## config.mk

```make
export PLATFORM = sky130hd
export DESIGN_NAME = bt656_timing_decoder
export DESIGN_NICKNAME = d
export VERILOG_FILES = /design/src/rtl/bt656_timing_decoder.sv
export SDC_FILE = /design/constraint.sdc
export NUM_CORES = 1
export LEC_CHECK = 0
export BUFFER_PORTS_ARGS = -buffer_cell sky130_fd_sc_hd__buf_4
export CAP_MARGIN = 20
export CELL_PAD_IN_SITES_DETAIL_PLACEMENT = 0
export CELL_PAD_IN_SITES_GLOBAL_PLACEMENT = 1
export CORE_MARGIN = 2
export CORE_UTILIZATION = 40
export CTS_BUF_LIST = sky130_fd_sc_hd__clkbuf_16
export DETAILED_ROUTE_END_ITERATION = 6
export PLACE_DENSITY = 0.77
export SETUP_SLACK_MARGIN = 0.02
export SKIP_LAST_GASP = 1
export SYNTH_ARGS = -nofsm -noshare
export SYNTH_HDL_FRONTEND = slang
export SYNTH_SLANG_ARGS = --single-unit
export TNS_END_PERCENT = 10
```

## constraint.sdc

```tcl
create_clock -name clk -period 2.8 [get_ports clk]
set_input_delay 0.42 -clock clk [delete_from_list [all_inputs] [get_ports clk]]
set_output_delay 0.42 -clock clk [all_outputs]
set_load 0.05 [all_outputs]
```

## src/rtl/bt656_timing_decoder.sv

```systemverilog
// BT.656 TRS detector and timing recovery: H/V/F flags, sample/line counters and lock status.
// The stream leaves 4 clocks late and every timing output is registered against that delayed word.
module bt656_timing_decoder #(
  parameter int LINE_SIZE  = 1716,
  parameter int LINE_COUNT = 525
) (
  input  logic        clk,
  input  logic        reset,
  input  logic [9:0]  bt656_stream_in,
  output logic [9:0]  bt656_stream_out,
  output logic        trs_start,
  output logic        eav,
  output logic        sav,
  output logic        H,
  output logic        V,
  output logic        F,
  output logic [10:0] sample_cnt,
  output logic [9:0]  line_cnt,
  output logic        frame_start,
  output logic        locked,
  output logic        frame_ok,
  output logic        trs_error
);

  localparam logic [10:0] LAST_SAMPLE = 11'(LINE_SIZE - 1);
  localparam logic [9:0]  LAST_LINE   = 10'(LINE_COUNT - 1);
  localparam logic [10:0] SAMPLE_MAX  = 11'h7FF;
  localparam logic [9:0]  LINE_MAX    = 10'h3FF;

  // Only the upper 8 bits take part, so 8-bit sources padded with zeros decode identically.
  function automatic logic trs_prefix(input logic [7:0] w0, input logic [7:0] w1,
                                      input logic [7:0] w2);
    return (w0 == 8'hFF) && (w1 == 8'h00) && (w2 == 8'h00);
  endfunction

  function automatic logic xyz_ok(input logic [7:0] x);
    return x[7] && (x[3] == (x[5] ^ x[4])) && (x[2] == (x[6] ^ x[4]))
        && (x[1] == (x[6] ^ x[5])) && (x[0] == (x[6] ^ x[5] ^ x[4]));
  endfunction

  logic [9:0]  d1_q, d2_q, d3_q, d4_q;
  logic [7:0]  d5_q, d6_q;
  logic        trs_start_q, eav_q, sav_q, h_q, v_q, f_q;
  logic        frame_start_q, locked_q, frame_ok_q, trs_error_q, eav_seen_q;
  logic [10:0] sample_cnt_q;
  logic [9:0]  line_cnt_q;

  logic        trs_start_d, eav_d, sav_d, h_d, v_d, f_d;
  logic        frame_start_d, locked_d, frame_ok_d, trs_error_d, eav_seen_d;
  logic [10:0] sample_cnt_d;
  logic [9:0]  line_cnt_d;
  logic        look_hit_s, cur_match_s, cur_valid_s, cur_eav_s;

  // TRS windows: look-ahead (3FF about to reach the output) and current (XYZ about to reach it).
  always_comb begin
    look_hit_s  = trs_prefix(d3_q[9:2], d2_q[9:2], d1_q[9:2]) && xyz_ok(bt656_stream_in[9:2]);
    cur_match_s = trs_prefix(d6_q, d5_q, d4_q[9:2]);
    cur_valid_s = cur_match_s && xyz_ok(d3_q[9:2]);
    cur_eav_s   = cur_valid_s && d3_q[6];
  end

  // Next-state for flags, counters, lock and the single-cycle event pulses.
  always_comb begin
    trs_start_d   = look_hit_s;
    eav_d         = 1'b0;
    sav_d         = 1'b0;
    frame_start_d = 1'b0;
    trs_error_d   = 1'b0;
    h_d           = h_q;
    v_d           = v_q;
    f_d           = f_q;
    line_cnt_d    = line_cnt_q;
    frame_ok_d    = frame_ok_q;
    eav_seen_d    = eav_seen_q;

    if (eav_q) begin
      sample_cnt_d = 11'd0;
    end else if (eav_seen_q && (sample_cnt_q != SAMPLE_MAX)) begin
      sample_cnt_d = sample_cnt_q + 11'd1;
    end else begin
      sample_cnt_d = sample_cnt_q;
    end

    if (sample_cnt_d == SAMPLE_MAX) begin
      locked_d = 1'b0;
    end else begin
      locked_d = locked_q;
    end

    if (cur_valid_s) begin
      h_d   = d3_q[6];
      v_d   = d3_q[7];
      f_d   = d3_q[8];
      eav_d = d3_q[6];
      sav_d = ~d3_q[6];
    end else if (cur_match_s) begin
      trs_error_d = 1'b1;
      locked_d    = 1'b0;
    end else begin
      trs_error_d = 1'b0;
    end

    // sample_cnt_d is the count aligned with the EAV XYZ word itself.
    if (cur_eav_s) begin
      eav_seen_d = 1'b1;
      locked_d   = eav_seen_q && (sample_cnt_d == LAST_SAMPLE);
      if (f_q && !d3_q[8]) begin
        frame_start_d = 1'b1;
        frame_ok_d    = (line_cnt_q == LAST_LINE);
        line_cnt_d    = 10'd0;
      end else if (line_cnt_q != LINE_MAX) begin
        line_cnt_d = line_cnt_q + 10'd1;
      end else begin
        line_cnt_d = line_cnt_q;
      end
    end else begin
      eav_seen_d = eav_seen_q;
    end
  end

  // Delay line and all registered timing state.
  always_ff @(posedge clk or posedge reset) begin
    if (reset) begin
      d1_q          <= 10'd0;
      d2_q          <= 10'd0;
      d3_q          <= 10'd0;
      d4_q          <= 10'd0;
      d5_q          <= 8'd0;
      d6_q          <= 8'd0;
      trs_start_q   <= 1'b0;
      eav_q         <= 1'b0;
      sav_q         <= 1'b0;
      h_q           <= 1'b0;
      v_q           <= 1'b0;
      f_q           <= 1'b0;
      frame_start_q <= 1'b0;
      locked_q      <= 1'b0;
      frame_ok_q    <= 1'b0;
      trs_error_q   <= 1'b0;
      eav_seen_q    <= 1'b0;
      sample_cnt_q  <= 11'd0;
      line_cnt_q    <= 10'd0;
    end else begin
      d1_q          <= bt656_stream_in;
      d2_q          <= d1_q;
      d3_q          <= d2_q;
      d4_q          <= d3_q;
      d5_q          <= d4_q[9:2];
      d6_q          <= d5_q;
      trs_start_q   <= trs_start_d;
      eav_q         <= eav_d;
      sav_q         <= sav_d;
      h_q           <= h_d;
      v_q           <= v_d;
      f_q           <= f_d;
      frame_start_q <= frame_start_d;
      locked_q      <= locked_d;
      frame_ok_q    <= frame_ok_d;
      trs_error_q   <= trs_error_d;
      eav_seen_q    <= eav_seen_d;
      sample_cnt_q  <= sample_cnt_d;
      line_cnt_q    <= line_cnt_d;
    end
  end

  assign bt656_stream_out = d4_q;
  assign trs_start        = trs_start_q;
  assign eav              = eav_q;
  assign sav              = sav_q;
  assign H                = h_q;
  assign V                = v_q;
  assign F                = f_q;
  assign sample_cnt       = sample_cnt_q;
  assign line_cnt         = line_cnt_q;
  assign frame_start      = frame_start_q;
  assign locked           = locked_q;
  assign frame_ok         = frame_ok_q;
  assign trs_error        = trs_error_q;

endmodule

```

==> summary.md, run 1 <==
| Metric | Value |
|---|---|
| Async SR Flop Fraction | 1.00 |
| DRC Markers | 0 |
| Worst-Skew Late Latency | approximately 0.33 ns |
| Yosys warnings | 0 |
| Die ar. | 9150 sq um |
| Internal reg-to-reg setup slack | 0.16 ns |
| Largest net degree at the start of global routing | 89 |
| DP Wirelength | 4560 um |
| Final Setup Violations | 0 |
| Vias/cell | ~5.3 |
| N_diodes | 0 |
| CP Class | reg2reg |
| Starting DRC count in detailed routing | 179 |
| Tot GR Track Use | 0.163 |
| Slew @ Worst Pin | slightly above 0.5 ns |
| IO Port Bufs | 52 |
| Drt pass-1 iters | 4 |
| Outcome | completed |
| Relative slew slack | 0.655 |
| Peak VDD IR | between 300 and 400 uV |
| Avg Inst Size Synth | 12.3 sq um |
| H-Tree Depth | 3 |
| Minimum clock period | 2.64 ns |
| Syn Inst Count | 273 |
| Final Hold Vio Count | 0 |
| Post-CTS setup buffers | 0 |
| RSZ-0062 raised after global routing | no |
| Final antenna-violating net count | 0 |
| # IOs | 53 |
| Fraction of layout instances using a drive strength above 1 | 0.248 |
| Main synth FF type | dfrtp_1 |
| Final Max Tran Viols | 0 |
| Drt total wl | between 6000 and 7000 um |
| Crit. Startpoint | sample_cnt[1] |
| GRT overflow | 0 |
| Final period utilization | 0.944 |
| Setup TNS | 0 ns |
| Vias in the first global route | between 2000 and 2500 |
| Initial antenna violation count | 0 |
| Pwr dens | 616 nW/um^2 |
| CTS Buf Count | 9 |
| EDFF count, synth | 0 |
| Clock transition at the registers of the reported paths | around 0.07 ns |
| Vias | 2395 |
| Clk buf depth | 2 |
| Max_cap viols | 0 |
| Core Region | roughly 8200 sq um |
| Clock Skews | 0.00880 ns |
| RD Place Congestion | slightly below 0.9 |
| TritonCTS clock tree | built |
| Worst Path Max Fanout | 5 |
| HP Class | in2async |
| Worst setup SP type | flip-flop |
| Setup crit end | locked |
| Initial Util | 0.411 |
| Reg2reg path depth | 7 |
| WL/cell | between 15 and 20 um |
| Post_cts resized | 0 |
| Register area share after synthesis | 0.655 |
| Crit path required time | 3.03 ns |
| # rows | 33 |
| Unique cell type count in the Yosys netlist | 47 |
| Endpoint type of the worst setup path | flip-flop |
| Final net count | roughly 360 |
| Chip width | roughly 96 um |
| Die Ht | 95.7 um |
| CP arrival | 2.88 ns |
| CTS Sinks | 88 |
| First-pass GRT wire length | 11100 um |
| CTS root buf | clkbuf_16 |
| Area of the mapped netlist | between 3000 and 4000 sq um |
| Number of synthesized register bits | between 80 and 90 |
| Mapped Nets | 289 |
| Final Util | 0.518 |
| Worst flop-to-flop path startpoint | sample_cnt[1] |
| Max frequency | around 0.38 GHz |
| Area grow syn2layout | 25.9% |
| Hold_buf cts | 0 |
| Leakage Power | around 1.9 nW |
| RR Endpoint | locked |
metrics by stage:
step	hold WS, ns	worst slack [ns]	power, mW	instances	area (sq um)
final	0.191	0.158	2.61	448	4230
after global routing	0.181	0.0202	2.72	448	4230
after CTS	0.186	0.103	2.64	448	4210
after detailed placement	0.336	0.116	1.48	433	3930
after global placement	0.332	0.187	1.48	433	3930
after floorplan	0.331	0.0250	1.43	273	3360
cell type report:
class	count	area, sq um
clock buffer	9	225
tap	105	131
clock inverter	6	62.6
multi-input combinational	172	1120
inverter	9	35.0
timing repair buffer	59	455
sequential	88	2200
fill	729	3940
worst min-delay path by stage:
stage	startpoint	cells past startpoint	slack (ns)	end
6_report	reset	3	0.19	d1_q[1]
4_1_cts	bt656_stream_in[1]	1	0.19	d1_q[1]
3_3_place_gp	d1_q[0]	0	0.33	d2_q[0]
2_1_floorplan	d3_q[0]	0	0.33	bt656_stream_out[0]
5_1_grt	bt656_stream_in[0]	1	0.18	d1_q[0]
3_5_place_dp	d1_q[0]	0	0.34	d2_q[0]
Yosys cell counts, types with 3 or more instances:
master | count | share of area
and3_1 | 3 | 0.0056
mux2i_1 | 4 | 0.012
or3_1 | 7 | 0.013
nor4_1 | 12 | 0.022
a31oi_1 | 4 | 0.0074
nand3_1 | 12 | 0.018
a21oi_1 | 9 | 0.013
xor2_1 | 4 | 0.010
nand2b_1 | 4 | 0.0074
nand3b_1 | 3 | 0.0067
nand2_1 | 19 | 0.021
o31ai_1 | 4 | 0.0089
o21ai_0 | 11 | 0.016
xnor2_1 | 4 | 0.010
inv_1 | 9 | 0.010
or4_1 | 4 | 0.0089
nor2_1 | 17 | 0.019
dfrtp_1 | 88 | 0.66
ha_1 | 4 | 0.015
nor3_1 | 4 | 0.0060
o31a_1 | 3 | 0.0078
nand4_1 | 11 | 0.020
worst max-delay path: stages (launching register included):
cell      delay [ns]
dfrtp_1         0.42
ha_2            0.27
nand3_2         0.16
a311oi_2        0.24
mux2_2          0.39
nor4_1          0.28
or4b_2          0.62
o22ai_1         0.18
cell families (layout without fill, tap and decap cells):
| family | Yosys count | count (layout) | synth area share |
|---|---|---|---|
| DFF | 88 | 88 | 0.655 |
| AOI/OAI and AO/OA | 41 | 41 | 0.0778 |
| buffers and inverters | 13 | 83 | 0.0171 |
| xor gates and xnor gates | 8 | 8 | 0.0208 |
| adders and majority gates | 4 | 4 | 0.0149 |
| and+or+nand+nor | 112 | 112 | 0.189 |
| muxes | 7 | 7 | 0.0253 |
layer usage:
layer | up-vias | share of wire | GRT usage
met3 | 15 | 0.048 | 0.0364
li1 | 1140 | - | -
met5 | - | 0 | 0
met1 | 1179 | 0.48 | 0.234
met4 | 0 | 0.024 | 0.0810
met2 | 61 | 0.45 | 0.232
power by group:
| group | total, mW | switching (mW) | leakage, nW | internal [mW] |
|---|---|---|---|---|
| Clock | 1.15 | 0.470 | 0.139 | 0.683 |
| Combinational | 0.116 | 0.0750 | 0.695 | 0.0412 |
| Sequential | 1.34 | 0.0283 | 1.10 | 1.31 |
| Total | 2.61 | 0.573 | 1.93 | 2.04 |
sequential cells by signal, summed over array words and instances, names as in the netlist, 8 cells and up:
| register | count |
|---|---|
| bt656_stream_out | 10 |
| d1_q | 10 |
| d2_q | 10 |
| d3_q | 10 |
| d5_q | 8 |
| d6_q | 8 |
| line_cnt | 10 |
| sample_cnt | 11 |
placed cells by master (no fill, tap or decap), types with 7 or more instances in the layout:
cell,instances
nor2_1,17
nand3_1,11
inv_1,9
o21ai_0,11
dfrtp_1,87
buf_4,58
a21oi_1,9
or3_1,7
nand4_1,11
nand2_1,19
nor4_1,12
clkbuf_16,9
(Power assumes the default switching activity.)
==> run 2, diff against run 1 <==
Settings changed: ABC_AREA from default to 1, CORE_UTILIZATION 40 to 39, PLACE_DENSITY 0.77 to 0.78.
==> summary.md, run 2 <==
| Metric | Value |
|---|---|
| RSZ-0062 raised after global routing | no |
| Sequential Power Share | 0.511 |
| Final Setup Violations | 0 |
| Synth area leader | dfrtp_1 |
| Top-area cell type share of the netlist area | 0.608 |
| EDFF count, synth | 0 |
| Top post-synthesis cells by area | dfrtp_1 61%, nand2_1 10%, nor2_1 6.5% |
| Yosys warnings | 0 |
| CTS Buf Count | 9 |
| Main synth FF type | dfrtp_1 |
| Clock Skews | roughly 0.010 ns |
| Most common cell after layout, fill and taps aside | nand2_1 |
| H-Tree Depth | 3 |
| Crit path required time | slightly above 3 ns |
| Area grow syn2layout | 23.1% |
| Final net count | 469 |
| Relative slew slack | 0.541 |
| Final Hold Vio Count | 0 |
| Max_cap viols | 0 |
| Final antenna-violating net count | 0 |
| Final hold slack | between 0.15 and 0.2 ns |
| # rows | 35 |
| Comb power frac | 0.047 |
| DRC Markers | 0 |
| Pwr dens | 589 nW/um^2 |
| Final Max Tran Viols | 0 |
| # IOs | 53 |
| CP arrival | approximately 2.4 ns |
| List of most frequent post-synthesis cells | 99 x nand2_1, 88 x dfrtp_1, 63 x nor2_1, 32 x inv_1, 25 x nand3_1 |
| GRT overflow | 0 |
| TritonCTS clock tree | built |
| Unique cell type count in the Yosys netlist | 29 |
| Chip width | around 100 um |
| IO Port Bufs | 52 |
| CTS Sinks | 88 |
| Placed cells | between 500 and 600 |
| Initial Util | 0.397 |
| Vias in the first global route | approximately 2600 |
| Tot GR Track Use | 0.152 |
| Vias/cell | 4.73 |
| Hold_buf cts | 0 |
| Setup TNS | 0 ns |
| Largest register FFs | 11 |
| Initial antenna violation count | 0 |
| Starting DRC count in detailed routing | around 110 |
| Mapped Nets | just over 400 |
| First-pass GRT wire length | approximately 12000 um |
| N_diodes | 0 |
| P_sw | about 0.64 mW |
| Count leader, synth | nand2_1 |
| Post-CTS setup buffers | 0 |
| Async SR Flop Fraction | 1.00 |
| Internal power | 1.98 mW |
| HP Class | in2async |
| Post_cts resized | 0 |
| Core Region | 9110 sq um |
| Switching Fraction | 0.245 |
| RD Place Congestion | roughly 0.79 |
| Vias | between 2000 and 3000 |
| WL/cell | ~12 um |
| Most frequent cells in the layout | 99 x nand2_1, 88 x dfrtp_1, 63 x nor2_1, 55 x buf_4, 31 x inv_1 |
| Register area share after synthesis | 0.608 |
| DP Wirelength | between 5000 and 6000 um |
| Final cell count without fillers | around 570 |
| Largest net degree at the start of global routing | 42 |
| Worst-Skew Late Latency | 0.34 ns |
| Drt total wl | about 7000 um |
| Die Ht | approximately 100 um |
| Drt pass-1 iters | 7 |
| CP Class | reg2reg |
| Worst setup SP type | flip-flop |
| Area of the mapped netlist | around 3600 sq um |
| Number of synthesized register bits | 88 |
| Avg Inst Size Synth | a little over 9 sq um |
| CTS root buf | clkbuf_16 |
| Syn Inst Count | between 300 and 400 |
| Slew @ Worst Pin | 0.688 ns |
| Outcome | completed |
| Peak VDD IR | between 300 and 400 uV |
| Clock transition at the registers of the reported paths | 0.07 ns |
| Final period utilization | 0.760 |
| Minimum clock period | around 2.1 ns |
| Clk buf depth | 2 |
| Worst Path Max Fanout | 15 |
| Die ar. | 10100 sq um |
| Clk pwr share | 0.442 |
| Endpoint type of the worst setup path | flip-flop |
| Leakage Power | about 2.2 nW |
| Max frequency | around 0.47 GHz |
| Fraction of layout instances using a drive strength above 1 | 0.188 |
-- run 2: cell types whose count changed in the layout (fill, tap and decap cells not counted), moves of 5 or more --
cell     before  now
xnor2_1       4    9
a21oi_1       9    3
nor4_1       12    4
or3_1         7    0
inv_1         9   31
nor2_1       17   63
inv_2         0    7
o21ai_0      11    1
o21ai_1       1    6
nand2_1      19   99
nand3_1      11   25
-- run 2: final cells by class --
cell class / instances / area, sq um
Clock inverter: 7 / 73.8
Fill cell: 873 / 4650
Inverter: 42 / 159
Sequential cell: 88 / 2200
Multi-Input combinational cell: 257 / 1240
Timing Repair Buffer: 55 / 413
Tap cell: 111 / 139
Clock buffer: 9 / 225
-- run 2: power by group through the flow --
stage	clock (mW)	combinational, mW	sequential (mW)
floorplan	0	0.0568	1.38
global placement	0	0.125	1.36
detailed placement	0	0.128	1.37
CTS	1.19	0.128	1.34
global route	1.26	0.139	1.35
finish	1.16	0.124	1.34
-- run 2: worst paths after layout --
check                              startpoint          end  slack [ns]  cells after the start
min reg2reg                           d1_q[0]      d2_q[0]        0.35                      0
min                                     reset  line_cnt[0]        0.17                      2
min in group clk           bt656_stream_in[0]      d1_q[0]        0.18                      1
max reg2reg                           d3_q[6]  line_cnt[0]        0.67                     13
max in group asynchronous               reset      d5_q[4]        1.88                      3
max                                   d3_q[6]  line_cnt[0]        0.67                     13
-- run 2: logic make-up (layout without fill, tap and decap cells) --
group,Yosys count,in the layout,synth area share
AO/OA/AOI/OAI,12,12,0.0180
XOR/XNOR,17,17,0.0411
adder cells (fa/ha/maj),4,4,0.0138
buffers and inverters,44,113,0.0480
flip-flops,88,88,0.608
AND/OR/NAND/NOR,224,224,0.271
-- run 2: routing by layer --
layer / vias to the layer above / part of all wire / global-route usage
met5: - / 0 / 0
met4: 0 / 0.0078 / 0.0432
met3: 5 / 0.042 / 0.0369
met2: 52 / 0.49 / 0.251
met1: 1264 / 0.46 / 0.200
li1: 1373 / - / -
-- run 2: critical path, cell delays in order (launching register included) --
cell and delay [ns]:
dfrtp_1 0.45, ha_1 0.33, nand2_1 0.07, nand2_1 0.04, nor2_1 0.08, nand2_1 0.07
nor2_2 0.10, nand2_2 0.09, nor2_2 0.14, nand2_2 0.10, nor2_4 0.29, inv_2 0.12
nand2_1 0.07, nand2_1 0.06
-- run 2: metrics by stage --
stage / area (sq um) / util / total power, mW / setup WS, ns
floorplan: 3620 / - / 1.44 / 0.101
global placement: 4160 / 0.456 / 1.49 / 0.719
detailed placement: 4160 / 0.456 / 1.49 / 0.684
CTS: 4460 / 0.489 / 2.66 / 0.655
global route: 4460 / 0.489 / 2.74 / 0.422
finish: 4460 / 0.489 / 2.63 / 0.672
